--- src/rtl/univ_reg_pkg.sv ---
// rtl/univ_reg_pkg.sv - op-code encodings shared by univ_reg and its controlling FSMs
package univ_reg_pkg;

    localparam logic [2:0] OP_HOLD    = 3'b000;
    localparam logic [2:0] OP_LOAD    = 3'b001;
    localparam logic [2:0] OP_SHL     = 3'b010;
    localparam logic [2:0] OP_SHR     = 3'b011;
    localparam logic [2:0] OP_INC     = 3'b100;
    localparam logic [2:0] OP_DEC     = 3'b101;
    localparam logic [2:0] OP_SAVE    = 3'b110;
    localparam logic [2:0] OP_RESTORE = 3'b111;

endpackage

--- src/rtl/univ_reg_next.sv ---
// rtl/univ_reg_next.sv - combinational next-state for the universal register
module univ_reg_next
    import univ_reg_pkg::*;
#(
    parameter int WIDTH    = 8,
    parameter bit SATURATE = 1'b0
) (
    input  logic [2:0]       op,
    input  logic [WIDTH-1:0] q,
    input  logic [WIDTH-1:0] shadow,
    input  logic [WIDTH-1:0] d,
    input  logic             sin,
    input  logic             cout,
    output logic [WIDTH-1:0] q_nxt,
    output logic [WIDTH-1:0] shadow_nxt,
    output logic             cout_nxt
);

    logic all_ones;
    logic is_zero;

    assign all_ones = &q;
    assign is_zero  = ~|q;

    always_comb begin
        q_nxt      = q;
        shadow_nxt = shadow;
        cout_nxt   = cout;
        unique case (op)
            OP_HOLD: ;
            OP_LOAD: begin
                q_nxt    = d;
                cout_nxt = 1'b0;
            end
            OP_SHL: begin
                q_nxt    = {q[WIDTH-2:0], sin};
                cout_nxt = q[WIDTH-1];
            end
            OP_SHR: begin
                q_nxt    = {sin, q[WIDTH-1:1]};
                cout_nxt = q[0];
            end
            OP_INC: begin
                // Saturating mode pins q at the boundary but still flags the overflow.
                q_nxt    = (SATURATE && all_ones) ? q : q + WIDTH'(1);
                cout_nxt = all_ones;
            end
            OP_DEC: begin
                q_nxt    = (SATURATE && is_zero) ? q : q - WIDTH'(1);
                cout_nxt = is_zero;
            end
            OP_SAVE: begin
                shadow_nxt = q;
            end
            OP_RESTORE: begin
                q_nxt    = shadow;
                cout_nxt = 1'b0;
            end
            default: ;
        endcase
    end

endmodule

--- src/rtl/univ_reg.sv ---
// rtl/univ_reg.sv - universal datapath register: load, shift, inc/dec, save/restore
module univ_reg
    import univ_reg_pkg::*;
#(
    parameter int              WIDTH    = 8,
    parameter logic [WIDTH-1:0] RST_VAL = '0,
    parameter bit              SATURATE = 1'b0
) (
    input  logic             clk,
    input  logic             rst,
    input  logic             en,
    input  logic [2:0]       op,
    input  logic [WIDTH-1:0] d,
    input  logic             sin,
    output logic [WIDTH-1:0] q,
    output logic             cout,
    output logic             zero
);

    logic [WIDTH-1:0] q_q, q_d;
    logic [WIDTH-1:0] shadow_q, shadow_d;
    logic             cout_q, cout_d;

    logic [WIDTH-1:0] q_nxt;
    logic [WIDTH-1:0] shadow_nxt;
    logic             cout_nxt;

    univ_reg_next #(
        .WIDTH    (WIDTH),
        .SATURATE (SATURATE)
    ) u_next (
        .op         (op),
        .q          (q_q),
        .shadow     (shadow_q),
        .d          (d),
        .sin        (sin),
        .cout       (cout_q),
        .q_nxt      (q_nxt),
        .shadow_nxt (shadow_nxt),
        .cout_nxt   (cout_nxt)
    );

    always_comb begin
        q_d      = q_q;
        shadow_d = shadow_q;
        cout_d   = cout_q;
        if (en) begin
            q_d      = q_nxt;
            shadow_d = shadow_nxt;
            cout_d   = cout_nxt;
        end
    end

    // Reset overrides en/op, so an op issued in the reset cycle is dropped.
    always_ff @(posedge clk) begin
        if (rst) begin
            q_q      <= RST_VAL;
            shadow_q <= RST_VAL;
            cout_q   <= 1'b0;
        end else begin
            q_q      <= q_d;
            shadow_q <= shadow_d;
            cout_q   <= cout_d;
        end
    end

    assign q    = q_q;
    assign cout = cout_q;
    assign zero = (q_q == '0);

endmodule

--- config.mk ---
export PLATFORM = sky130hd
export DESIGN_NAME = univ_reg
export DESIGN_NICKNAME = d
export VERILOG_FILES = /design/src/rtl/univ_reg_pkg.sv /design/src/rtl/univ_reg_next.sv /design/src/rtl/univ_reg.sv
export SDC_FILE = /design/constraint.sdc
export NUM_CORES = 1
export LEC_CHECK = 0
export CORE_MARGIN = 4
export CORE_UTILIZATION = 40
export DETAILED_ROUTE_END_ITERATION = 8
export PLACE_DENSITY = 0.64
export SKIP_LAST_GASP = 1
export SYNTH_ARGS = -nofsm -noshare
export SYNTH_HDL_FRONTEND = slang
export SYNTH_SLANG_ARGS = --single-unit
export TNS_END_PERCENT = 5
--- constraint.sdc ---
create_clock -name clk -period 5.2 [get_ports clk]
set_input_delay 0.78 -clock clk [delete_from_list [all_inputs] [get_ports clk]]
set_output_delay 0.78 -clock clk [all_outputs]
set_load 0.1 [all_outputs]
---- Word-level counts from Yosys, hierarchy flattened ----
Index checks and enable logic that the tools add are counted.
storage, ports and cells
  register bits ........................... 17
  input port bits ......................... 15
  word-level logic and storage cells ...... 24
cells by class
  add/sub/neg operators ................... 2
  equality and inequality tests ........... 7
  muxes and demuxes ....................... 2
  reduce and logical (&&, ||, !) cells .... 10
operators by type and width
  kind                                                                    count
  8-bit case mux with 6 select lines                                      1
  3-bit equality test (second input constant)                             4
  8-bit by 1-bit adder with 8-bit output (second input constant)          1
  8-bit zero test                                                         1
  8-bit AND reduction                                                     1
  8-bit OR reduction                                                      1
  8-bit by 1-bit subtractor with 8-bit output (second input constant)     1
  3-bit by 2-bit equality test with 1-bit output (second input constant)  2
  2-bit AND reduction                                                     3
  6-bit nonzero test                                                      1
  1-bit case mux with 5 select lines                                      1
  5-bit nonzero test                                                      1
  3-bit by 1-bit equality test with 1-bit output (second input constant)  1
  2-bit OR reduction                                                      1
  1-bit zero test                                                         1

---- Depth between registers and ports, before layout ----
Gate-level depths: netlist of the first run.
  word-level depth ........................ 4
  gate-level depth with buffers ........... 9
  gate-level depth less buffers ........... 8

---- Cells and area by module ----
A second synthesis of the first run with hierarchy kept.
second synthesis, totals
  cell total of the unflattened synthesis .. 210
  area, all modules ....................... 1660.3 µm²
modules (own cells, without submodules)
  module         instances  cells an instance  area each (µm²)  sequential area each (µm²)
  univ_reg_next  1          152                1039.7           0.0
  univ_reg       1          58                 620.6            340.3

---- Worst setup path before layout of the first run ----
Ideal clock, no wire load.
  kind .................................... register to output
  start point ............................. reg q_q[1] (netlist: q[1])
  end point ............................... out zero
  arrival time ............................ 3.045 ns
  data required time ...................... 4.420 ns
  slack ................................... 1.375 ns
  stages on the path, launching flop included .. 4
  cells stage by stage .................... dfxtp_1 clkbuf_1 or2_2 nor4b_2
on the way
  longest elaborated chain between the ends .. 1
ends and longest elaborated chain
  element                 line            RTL
  from (decl)             univ_reg.sv:20  logic [WIDTH-1:0] q_q, q_d;
  from (signal assigned)  univ_reg.sv:61  q_q <= q_d;
  8-bit zero test         univ_reg.sv:69  assign zero = (q_q == '0);
  to (decl)               univ_reg.sv:17  output logic zero
No other way between the ends.

---- Worst setup path in the final report of the first run ----
  start point ............................. reg q_q[3] (netlist: q[3])
  end point ............................... out zero
The elaborated chain is that of the path after synthesis.

==> impl_metrics.ini, run 1 <==
[global_route]
grt_usage_pct = 20.0
grt_pass1_wl_um = 6870
overflow = 0
grt_max_degree = 33
antenna_found_initial = 0
grt_pass1_vias = 1382

[placed_design]
io_buffers = 24
hpwlAfterDp_um = 2890
gp_congestion = 0.936
place_ws_ps = 1770

[final_layout]
most-common-layout-cells = nand2_1 (28), clkdlybuf4s50_1 (24), a21oi_1 (17), dfxtp_1 (17), o21ai_0 (13)
mostFrequentLayoutCell = nand2_1
syn_to_final_growth_pct = 16.6
drive_above_1_share_pct = 7.50
nets = 217
diodes = 0

[floorplanning]
core.rowCount = 21
core_area_sq_um = 3390
dieHeight_um = 67.6
die_w_um = 67.6
initial_core_util_pct = 41.9
die-area_sq_um = 4560
boundaryPins = 25

[clocking]
clkTransAtPathRegs_ps = 110
post_cts.repair.setup_buffers = 0
cts_buffers = 3
root_buffer = clkbuf_4
cts_tree = done
clock_sinks = 17
h-tree-depth = 1
cts_resized = 0
clkLatencyLatePin_ps = 310
clockBufferDepth = 2
cts_hold_buf = 0

[detailed_routing]
drt-total-wl_um = 4110
num_vias = 1521
drtIter0Drc = 190
antenna_left = 0
dr.pass1.iters = 4
wl_per_cell_um = 16.7
drc = 0
vias_per_cell = 6.18

[sta]
fmax_mhz = 276
timing.hold.ws_ps = 462
min_period_over_period_pct = 69.7
tightestPinTransition_ps = 973
finalSetupViolations = 0
clock_skew_ps = 2.10
fin_ws_ps = 1580
maxSlewViolCount = 0
min_period_ps = 3620
grt_setup_unrepaired = no
max-slew-margin-rel_pct = 34.9
hold_violations = 0
tns_ps = 0

[worst_setup_path]
endpoint_kind = output port
crit_path_max_fanout = 13
arrival_ps = 2840
critPathLaunchType = flip-flop
critPathRequiredTime_ps = 4420
path_class = reg2out
r2r_cells = 7

[power_and_ir_drop]
power_density_nw_per_um2 = 233
leakage_nw = 0.561
peakVddDrop_uv = 84.7

[synthesis]
yosys_warnings = 0
syn_area_sq_um = 1420
synth_ff_type = dfxtp_1
ys_seq_elements = 17
synth-edff-count = 0
syn-num-nets = 208
avgSynthCellArea_sq_um = 7.39
synth-async-reset-ratio_pct = 0
syn_inst = 192
yosysSeqAreaShare_pct = 24.0
synthDistinctLibCells = 51

[run]
drv_cap = 0

[min_path]
hold_path_class = reg2reg
holdPathStages = 2

[outcome]
outcome = complete, no violations
==> flip-flops by register name, indices dropped and copies added (netlist names) <==
signal,cells
q,8
shadow_q,8
cout,1
==> layout make-up <==
type / instances / area (sq um)
clock buffers: 3 / 22.5
clock inverters: 1 / 7.51
fillers: 338 / 1740
inverters: 3 / 11.3
multi-input cells: 151 / 967
flip-flops and latches: 17 / 340
well taps: 46 / 57.6
repair buffers: 25 / 248
==> cells in the mapped netlist (2+ instances only) <==
cell | n | area, sq um
a21oi_1 | 17 | 85.1
a22o_1 | 2 | 17.5
a22oi_1 | 5 | 37.5
a31oi_1 | 3 | 18.8
and3_1 | 3 | 18.8
buf_2 | 11 | 55.1
clkbuf_1 | 8 | 30.0
dfxtp_1 | 17 | 340
inv_1 | 3 | 11.3
mux2i_1 | 7 | 70.1
mux4_2 | 2 | 45.0
nand2_1 | 28 | 105
nand2b_1 | 4 | 25.0
nand3_1 | 3 | 15.0
nand4_1 | 3 | 18.8
nor2_1 | 10 | 37.5
nor2b_1 | 2 | 12.5
nor3_1 | 9 | 45.0
nor4_1 | 3 | 18.8
o211ai_1 | 4 | 30.0
o21ai_0 | 13 | 65.1
o31ai_1 | 3 | 22.5
or2_2 | 2 | 12.5
or3_1 | 3 | 18.8
==> power by group <==
part	internal [mW]	total (mW)	switching, mW
Combinational	0.0530	0.155	0.102
Sequential	0.136	0.152	0.0163
Clock	0.0294	0.0795	0.0501
Total	0.218	0.386	0.168
==> cell families (layout without fill, tap and decap cells) <==
| family | after synthesis | count (layout) | synth area share, % |
|---|---|---|---|
| and+or+nand+nor | 80 | 80 | 29.7 |
| AOI/OAI and AO/OA | 60 | 60 | 28.8 |
| buffers and inverters | 24 | 32 | 7.85 |
| DFF | 17 | 17 | 24.0 |
| muxes | 9 | 9 | 8.11 |
| adders and majority gates | 1 | 1 | 0.882 |
| xor gates and xnor gates | 1 | 1 | 0.617 |
==> routing by layer <==
metal	GRT usage [%]	vias to the layer above	routed length (um)
met5	0	-	0
met4	7.85	0	67
met3	3.99	8	292
met1	27.2	708	1760
li1	-	729	-
met2	30.7	76	1990
==> final timing paths <==
kind	startpoint	endpoint	slack, ps
setup / recovery	q[3]	zero	1580
hold / removal	shadow_q[0]	shadow_q[0]	460
setup reg to reg	q[1]	q[6]	3130
hold reg to reg	shadow_q[0]	shadow_q[0]	460
==> critical path, stage by stage (launching register included) <==
cell and delay, ps:
dfxtp_1 470, nor4_1 520, nor4b_2 340, clkdlybuf4s50_1 1190
==> stage by stage <==
step                      area (sq um)  power [mW]  instances  utilization [%]
after global routing              1650       0.408        246             48.8
after detailed placement          1620       0.308        242             47.9
final                             1650       0.386        246             48.8
after floorplan                   1420       0.270        192                -
after CTS                         1650       0.388        246             48.8
after global placement            1620       0.307        242             47.9
No activity file was read; power rests on OpenSTA's default activity.
==> inputs of run 2 (changes only) <==
clock period = 3.5 ns   (was 5.2 ns; I/O delays follow)
==> run 2 against run 1 <==
  * Global-route usage up 0.42 points
  * Critical path depth is 2 lower
  * Via count rose by 0.53%
  * Critical endpoint is now q[6]
==> impl_metrics.ini, run 2 (same netlist as run 1, synthesis figures left out) <==
[min_path]
hold_start = shadow_q[5]
holdPathStages = 2
hold_path_class = reg2reg
min_to = shadow_q[5]

[global_route]
antenna_found_initial = 0
grt_pass1_wl_um = 7070
grt_max_degree = 33
grt_pass1_vias = 1455
overflow = 0
grt_usage_pct = 20.4

[sta]
min_period_over_period_pct = 76.3
hold_violations = 0
fmax_mhz = 375
grt_setup_unrepaired = no
maxSlewViolCount = 0
clock_skew_ps = 6.90
tightestPinTransition_ps = 970
min_period_ps = 2670
tns_ps = 0
finalSetupViolations = 0
timing.hold.ws_ps = 459
max-slew-margin-rel_pct = 35.1
fin_ws_ps = 831

[clocking]
h-tree-depth = 1
clkTransAtPathRegs_ps = 110
cts_buffers = 3
cts_hold_buf = 0
post_cts.repair.setup_buffers = 0
root_buffer = clkbuf_4
clock_sinks = 17
cts_resized = 0
cts_tree = done
clkLatencyLatePin_ps = 300
clockBufferDepth = 2

[worst_setup_path]
critPathRequiredTime_ps = 2970
critPathSlowestCell = clkdlybuf4s50_1
worst-path-buf-inv = 1
arrival_ps = 2140
startpoint = q[6]
r2r_end = q[6]
cp_cell_sequence = clkdlybuf4s50_1
endpoint_kind = output port
rr_startpoint = q[1]
cp_top_family = buffers and inverters
r2r_cells = 7
ff2ff_setup_slack_ps = 1450
max_stage_delay_ps = 1230
path_class = reg2out
crit_path_max_fanout = 11
critPathLaunchType = flip-flop

[final_layout]
diodes = 0
syn_to_final_growth_pct = 16.7
drive_above_1_share_pct = 12.4
mostFrequentLayoutCell = nand2_1
finalInstanceArea_sq_um = 1660
nets = 219
most-common-layout-cells = nand2_1 (28), a21oi_1 (17), dfxtp_1 (17)

[detailed_routing]
antenna_left = 0
drt-total-wl_um = 4240
num_vias = 1529
vias_per_cell = 6.17
drc = 0
dr.pass1.iters = 4
wl_per_cell_um = 17.1
drtIter0Drc = 119

[floorplanning]
die-area_sq_um = 4560
boundaryPins = 25
initial_core_util_pct = 41.9
dieHeight_um = 67.6
core_area_sq_um = 3390
core.rowCount = 21
die_w_um = 67.6

[power_and_ir_drop]
power_density_nw_per_um2 = 343
finalPower_mw = 0.568
peakVddDrop_uv = 193
leakage_nw = 0.595

[outcome]
outcome = complete, no violations

[placed_design]
placed_area_sq_um = 1630
io_buffers = 24
place_ws_ps = 705
hpwlAfterDp_um = 3080
gp_congestion = 0.844

[run]
drv_cap = 0
-- run 2: cell count changes in the layout (fill, tap and decap cells not counted), sizes merged --
cell           previous run  this run
clkdlybuf4s50            24        16
buf                       1        11
clkinv                    0         1
clkinvlp                  1         0
-- run 2: power by group --
| part | leakage, nW | total [mW] | internal, mW | switching, mW |
|---|---|---|---|---|
| Combinational | 0.439 | 0.230 | 0.0794 | 0.150 |
| Clock | 0.0177 | 0.109 | 0.0426 | 0.0666 |
| Sequential | 0.138 | 0.229 | 0.202 | 0.0269 |
-- run 2: worst max-delay path by stage --
stage,cells after the start,slack [ps],to
after floorplan,6,470,cout
after global placement,7,760,q[6]
after detailed placement,7,710,q[6]
after CTS,1,870,q[6]
after global routing,1,820,q[6]
final,1,830,q[6]
-- run 2: per-layer routing --
layer | track usage, % | up-vias | part of all wire, %
met5 | 0 | - | 0
met3 | 4.83 | 10 | 8.4
met2 | 32.6 | 71 | 49
met1 | 26.9 | 718 | 41
li1 | - | 730 | -
met4 | 6.84 | 0 | 1.7
-- run 2: stage by stage --
stage	util (%)	std cells
after CTS	48.8	248
after global placement	48.0	244
after detailed placement	48.0	244
after global routing	48.8	248
final	48.8	248
after floorplan	-	192
-- run 2: worst register-to-register path, stage by stage (launching register included) --
cell and delay, ps:
dfxtp_1 590, xnor2_1 180, ha_1 240, nand2_1 90, nor3_1 190, a21oi_1 100, or4_1 390, a41oi_1 200
-- run 2: cell type report --
type / instances / area [sq um]
Tap cell: 46 / 57.6
Timing Repair Buffer: 27 / 243
Multi-Input combinational cell: 151 / 976
Fill cell: 329 / 1730
Sequential cell: 17 / 340
Clock buffer: 3 / 22.5
Inverter: 3 / 11.3
Clock inverter: 1 / 5.00
==> inputs of run 3 (changes only) <==
PLACE_DENSITY = 0.67   (was 0.64)
clock period = 2.2 ns   (was 3.5 ns; I/O delays follow)
==> run 3 against run 2 <==
  * Clock skew shrank 2.5 ps
  * Utilization grew 5.4 points
  * Via count increased by 7.4%
  * Power is 69% higher
  * Wire length increased by 4.6%
  * Critical path depth up 3
  * Sequential power up 57%
==> impl_metrics.ini, run 3 (same netlist as run 1, synthesis figures left out) <==
[outcome]
outcome = complete, no violations

[floorplanning]
boundaryPins = 25
die-area_sq_um = 4560
core_area_sq_um = 3390
core.rowCount = 21
dieHeight_um = 67.6
die_w_um = 67.6
initial_core_util_pct = 41.9

[worst_setup_path]
endpoint_kind = output port
arrival_ps = 1730
critPathLaunchType = flip-flop
path_class = reg2out
critPathRequiredTime_ps = 1870
crit_path_max_fanout = 12

[detailed_routing]
dr.pass1.iters = 4
drc = 0
antenna_left = 0
wl_per_cell_um = 16.6
drtIter0Drc = 143
vias_per_cell = 6.15
num_vias = 1642
drt-total-wl_um = 4430

[global_route]
overflow = 0
grt_max_degree = 22
grt_usage_pct = 21.3
antenna_found_initial = 0
grt_pass1_wl_um = 7400
grt_pass1_vias = 1587

[clocking]
cts_tree = done
clock_sinks = 17
cts_buffers = 3
clkTransAtPathRegs_ps = 110
clkLatencyLatePin_ps = 300
cts_hold_buf = 0
h-tree-depth = 1
root_buffer = clkbuf_4
clockBufferDepth = 2

[sta]
hold_violations = 0
min_period_over_period_pct = 93.5
tns_ps = 0
maxSlewViolCount = 0
finalSetupViolations = 0
tightestPinTransition_ps = 406
grt_setup_unrepaired = no
max-slew-margin-rel_pct = 72.8
clock_skew_ps = 4.41
fin_ws_ps = 142
min_period_ps = 2060
fmax_mhz = 486

[placed_design]
placed_area_sq_um = 1800
place_ws_ps = -203
gp_congestion = 0.917
hpwlAfterDp_um = 3300
dp.cells = 263
io_buffers = 24

[final_layout]
finalInstanceArea_sq_um = 1840
mostFrequentLayoutCell = buf_4
instances_no_fill = 267
drive_above_1_share_pct = 25.8
most-common-layout-cells = buf_4 (31), nand2_1 (28), a21oi_1 (17)
nets = 238
syn_to_final_growth_pct = 29.6
nFillCells = 321
diodes = 0

[power_and_ir_drop]
peakVddDrop_uv = 357
power_density_nw_per_um2 = 522
finalPower_mw = 0.959
leakage_nw = 0.698

[min_path]
hold_path_class = reg2reg

[run]
drv_cap = 0
==> run 3: stage by stage <==
stage	util (%)	hold slack [ps]
floorplan	-	433
global placement	53.2	444
detailed placement	53.2	452
CTS	54.0	468
global route	54.3	489
finish	54.3	461
==> run 3: repair_timing <==
| item | 4_1_cts | 5_1_grt |
|---|---|---|
| setup endpoints to repair | 0 | 1 |
| resized for setup | 0 | 2 |
| buffers inserted | 0 | 0 |
| endpoints found under the hold margin | 0 | 0 |
==> run 3: power breakdown <==
group | internal [mW] | leakage [nW] | switching [mW] | total [mW]
combinational | 0.163 | 0.538 | 0.256 | 0.419
sequential | 0.323 | 0.142 | 0.0378 | 0.360
clock | 0.0677 | 0.0177 | 0.112 | 0.180
total | 0.553 | 0.698 | 0.406 | 0.959
==> run 3: final timing paths <==
kind               startpoint     endpoint  slack [ps]  cells past startpoint
setup / recovery         q[2]         zero         140                      4
hold / removal    shadow_q[0]  shadow_q[0]         460                      2
setup reg to reg         q[3]         q[6]         280                      5
hold reg to reg   shadow_q[0]  shadow_q[0]         460                      2
==> run 3: worst max-delay path: stages (launching register included) <==
cell	delay, ps
dfxtp_2	350
buf_4	180
or2_4	290
nor4b_4	390
buf_12	220
==> run 3: area by class of cell <==
| class | instances | area, sq um | share of cell area, % |
|---|---|---|---|
| Clock buffer | 3 | 22.5 | 1.22 |
| Clock inverter | 1 | 5.00 | 0.272 |
| Inverter | 3 | 11.3 | 0.612 |
| Multi-Input combinational cell | 151 | 992 | 53.9 |
| Sequential cell | 17 | 358 | 19.5 |
| Tap cell | 46 | 57.6 | 3.13 |
| Timing Repair Buffer | 46 | 393 | 21.4 |
==> run 3: per-layer routing <==
layer / vias up / share of wire, % / global-route usage (%)
met5: - / 0 / 0
met2: 79 / 49 / 36.2
met1: 772 / 41 / 26.7
li1: 774 / - / -
met3: 17 / 7.5 / 3.66
met4: 0 / 2.8 / 7.85
==> patch: new RTL, config.mk and constraints of run 2 <==
`WIDTH` is set to 8 in 2 places; all go to 6.
--- a/src/rtl/univ_reg_next.sv
+++ b/src/rtl/univ_reg_next.sv
@@ -2,7 +2,7 @@
 module univ_reg_next
     import univ_reg_pkg::*;
 #(
-    parameter int WIDTH    = 8,
+    parameter int WIDTH    = 6,
     parameter bit SATURATE = 1'b0
 ) (
     input  logic [2:0]       op,
--- a/src/rtl/univ_reg.sv
+++ b/src/rtl/univ_reg.sv
@@ -2,7 +2,7 @@
 module univ_reg
     import univ_reg_pkg::*;
 #(
-    parameter int              WIDTH    = 8,
+    parameter int              WIDTH    = 6,
     parameter logic [WIDTH-1:0] RST_VAL = '0,
     parameter bit              SATURATE = 1'b0
 ) (
Interface: changed (resized d and q); port bits go from 25 to 21. The function was not compared with the original's and may differ.
==> patch against run 2 <==
Synthesized area shrank 21%. Combinational power fell by 20%. Sequential cell count is 4 lower. Die area fell by 19%. Wire length fell by 32%. Design area decreased by 22%. Setup slack improved by 11 ps. Register-to-register slack is essentially flat. Total power decreased by 21%. Largest power group unchanged.
==> patch: results (changes against run 2) <==
# nets final: 164 (-25%)
total met3 wirelength after detailed routing: 162 um (-54%)
via count: 1057 (-31%)
fraction of final layout cells with drive strength greater than 1: 0.1275 (+0.003754)
fraction of the yosys area taken by sequential cells: 0.2332 (-0.006675)
global-route met1 utilization: 0.2231 (-0.04561)
pin count of the biggest net entering global routing: 27 (-18%)
internal power: 264.0 uW (-18%)
met2 capacity usage during global routing: 0.2519 (-0.07373)
met3 GRT Util: 0.04255 (-0.005700)
length of routed met2 wiring: 1324 um (-37%)
routed metal-1 wire length: 1343 um (-22%)
Clock Skew: 1.021 ps (-5.876 ps)
maximum single-stage delay on the critical path: 480 ps (-750 ps)
I/O Buffers: 20 (-17%)
post-synthesis share of cell area spent on xor and xnor gates: 0.03924 (+0.03306)
number of library cell types mapped by synthesis: 47 (-7.8%)
total power: 449.7 uW (-21%)
detail-routed net length per standard cell: 16.07 um (-5.9%)
outcome: finished clean
most numerous cell types in the synthesized netlist: sky130_fd_sc_hd__dfxtp_1, sky130_fd_sc_hd__nand2_1, sky130_fd_sc_hd__nor2_1
static leakage: 0.5119 nW (-14%)
DRC marker count from the first detailed-route iteration: 36 (-70%)
family with the most delay on the worst path: simple AND/OR/NAND/NOR gates
synth top area cells: sky130_fd_sc_hd__dfxtp_1, sky130_fd_sc_hd__mux2i_1, sky130_fd_sc_hd__nand2_1
## patch: changes by cell type after synthesis, moves of 3 or more
cell,run 2,this run
sky130_fd_sc_hd__nand2_1,28,13
sky130_fd_sc_hd__a21oi_1,17,8
sky130_fd_sc_hd__o21ai_0,13,5
sky130_fd_sc_hd__clkbuf_1,8,2
sky130_fd_sc_hd__a22oi_1,5,1
sky130_fd_sc_hd__buf_2,11,7
sky130_fd_sc_hd__dfxtp_1,17,13
sky130_fd_sc_hd__mux2i_1,7,11
sky130_fd_sc_hd__nor3_1,9,5
sky130_fd_sc_hd__buf_6,1,4
sky130_fd_sc_hd__nor4_1,3,0
sky130_fd_sc_hd__o31ai_1,3,0
## patch: power by group through the flow
stage	Clock [mW]	Combinational [mW]	Sequential, mW
after global placement	0	0.183	0.176
final	0.0917	0.185	0.173
after CTS	0.0980	0.185	0.173
after detailed placement	0	0.185	0.176
after global routing	0.109	0.198	0.175
after floorplan	0	0.115	0.205
## patch: cell type report
cell class	instances	share of cell area
Inverter	1	0.002910
Timing Repair Buffer	23	0.1649
Sequential cell	13	0.2017
Tap cell	30	0.02910
Clock buffer	4	0.02037
Multi-Input combinational cell	108	0.5810
## patch: stage by stage
stage                 util  setup slack (ps)  instance area, um2  hold WS, ps
floorplan                -             876.2                1116        459.1
global placement    0.4922             652.7                1264        443.2
detailed placement  0.4922             575.8                1264        451.2
CTS                 0.5024             837.5                1290        469.9
global route        0.5024             693.4                1290        498.8
finish              0.5024             842.5                1290        462.0
## patch: final timing paths
kind / slack (ps) / to / startpoint
setup / recovery: 840 / q[2] / op[2]
hold / removal: 460 / cout / cout
setup reg to reg: 1450 / q[2] / q[1]
hold reg to reg: 460 / cout / cout
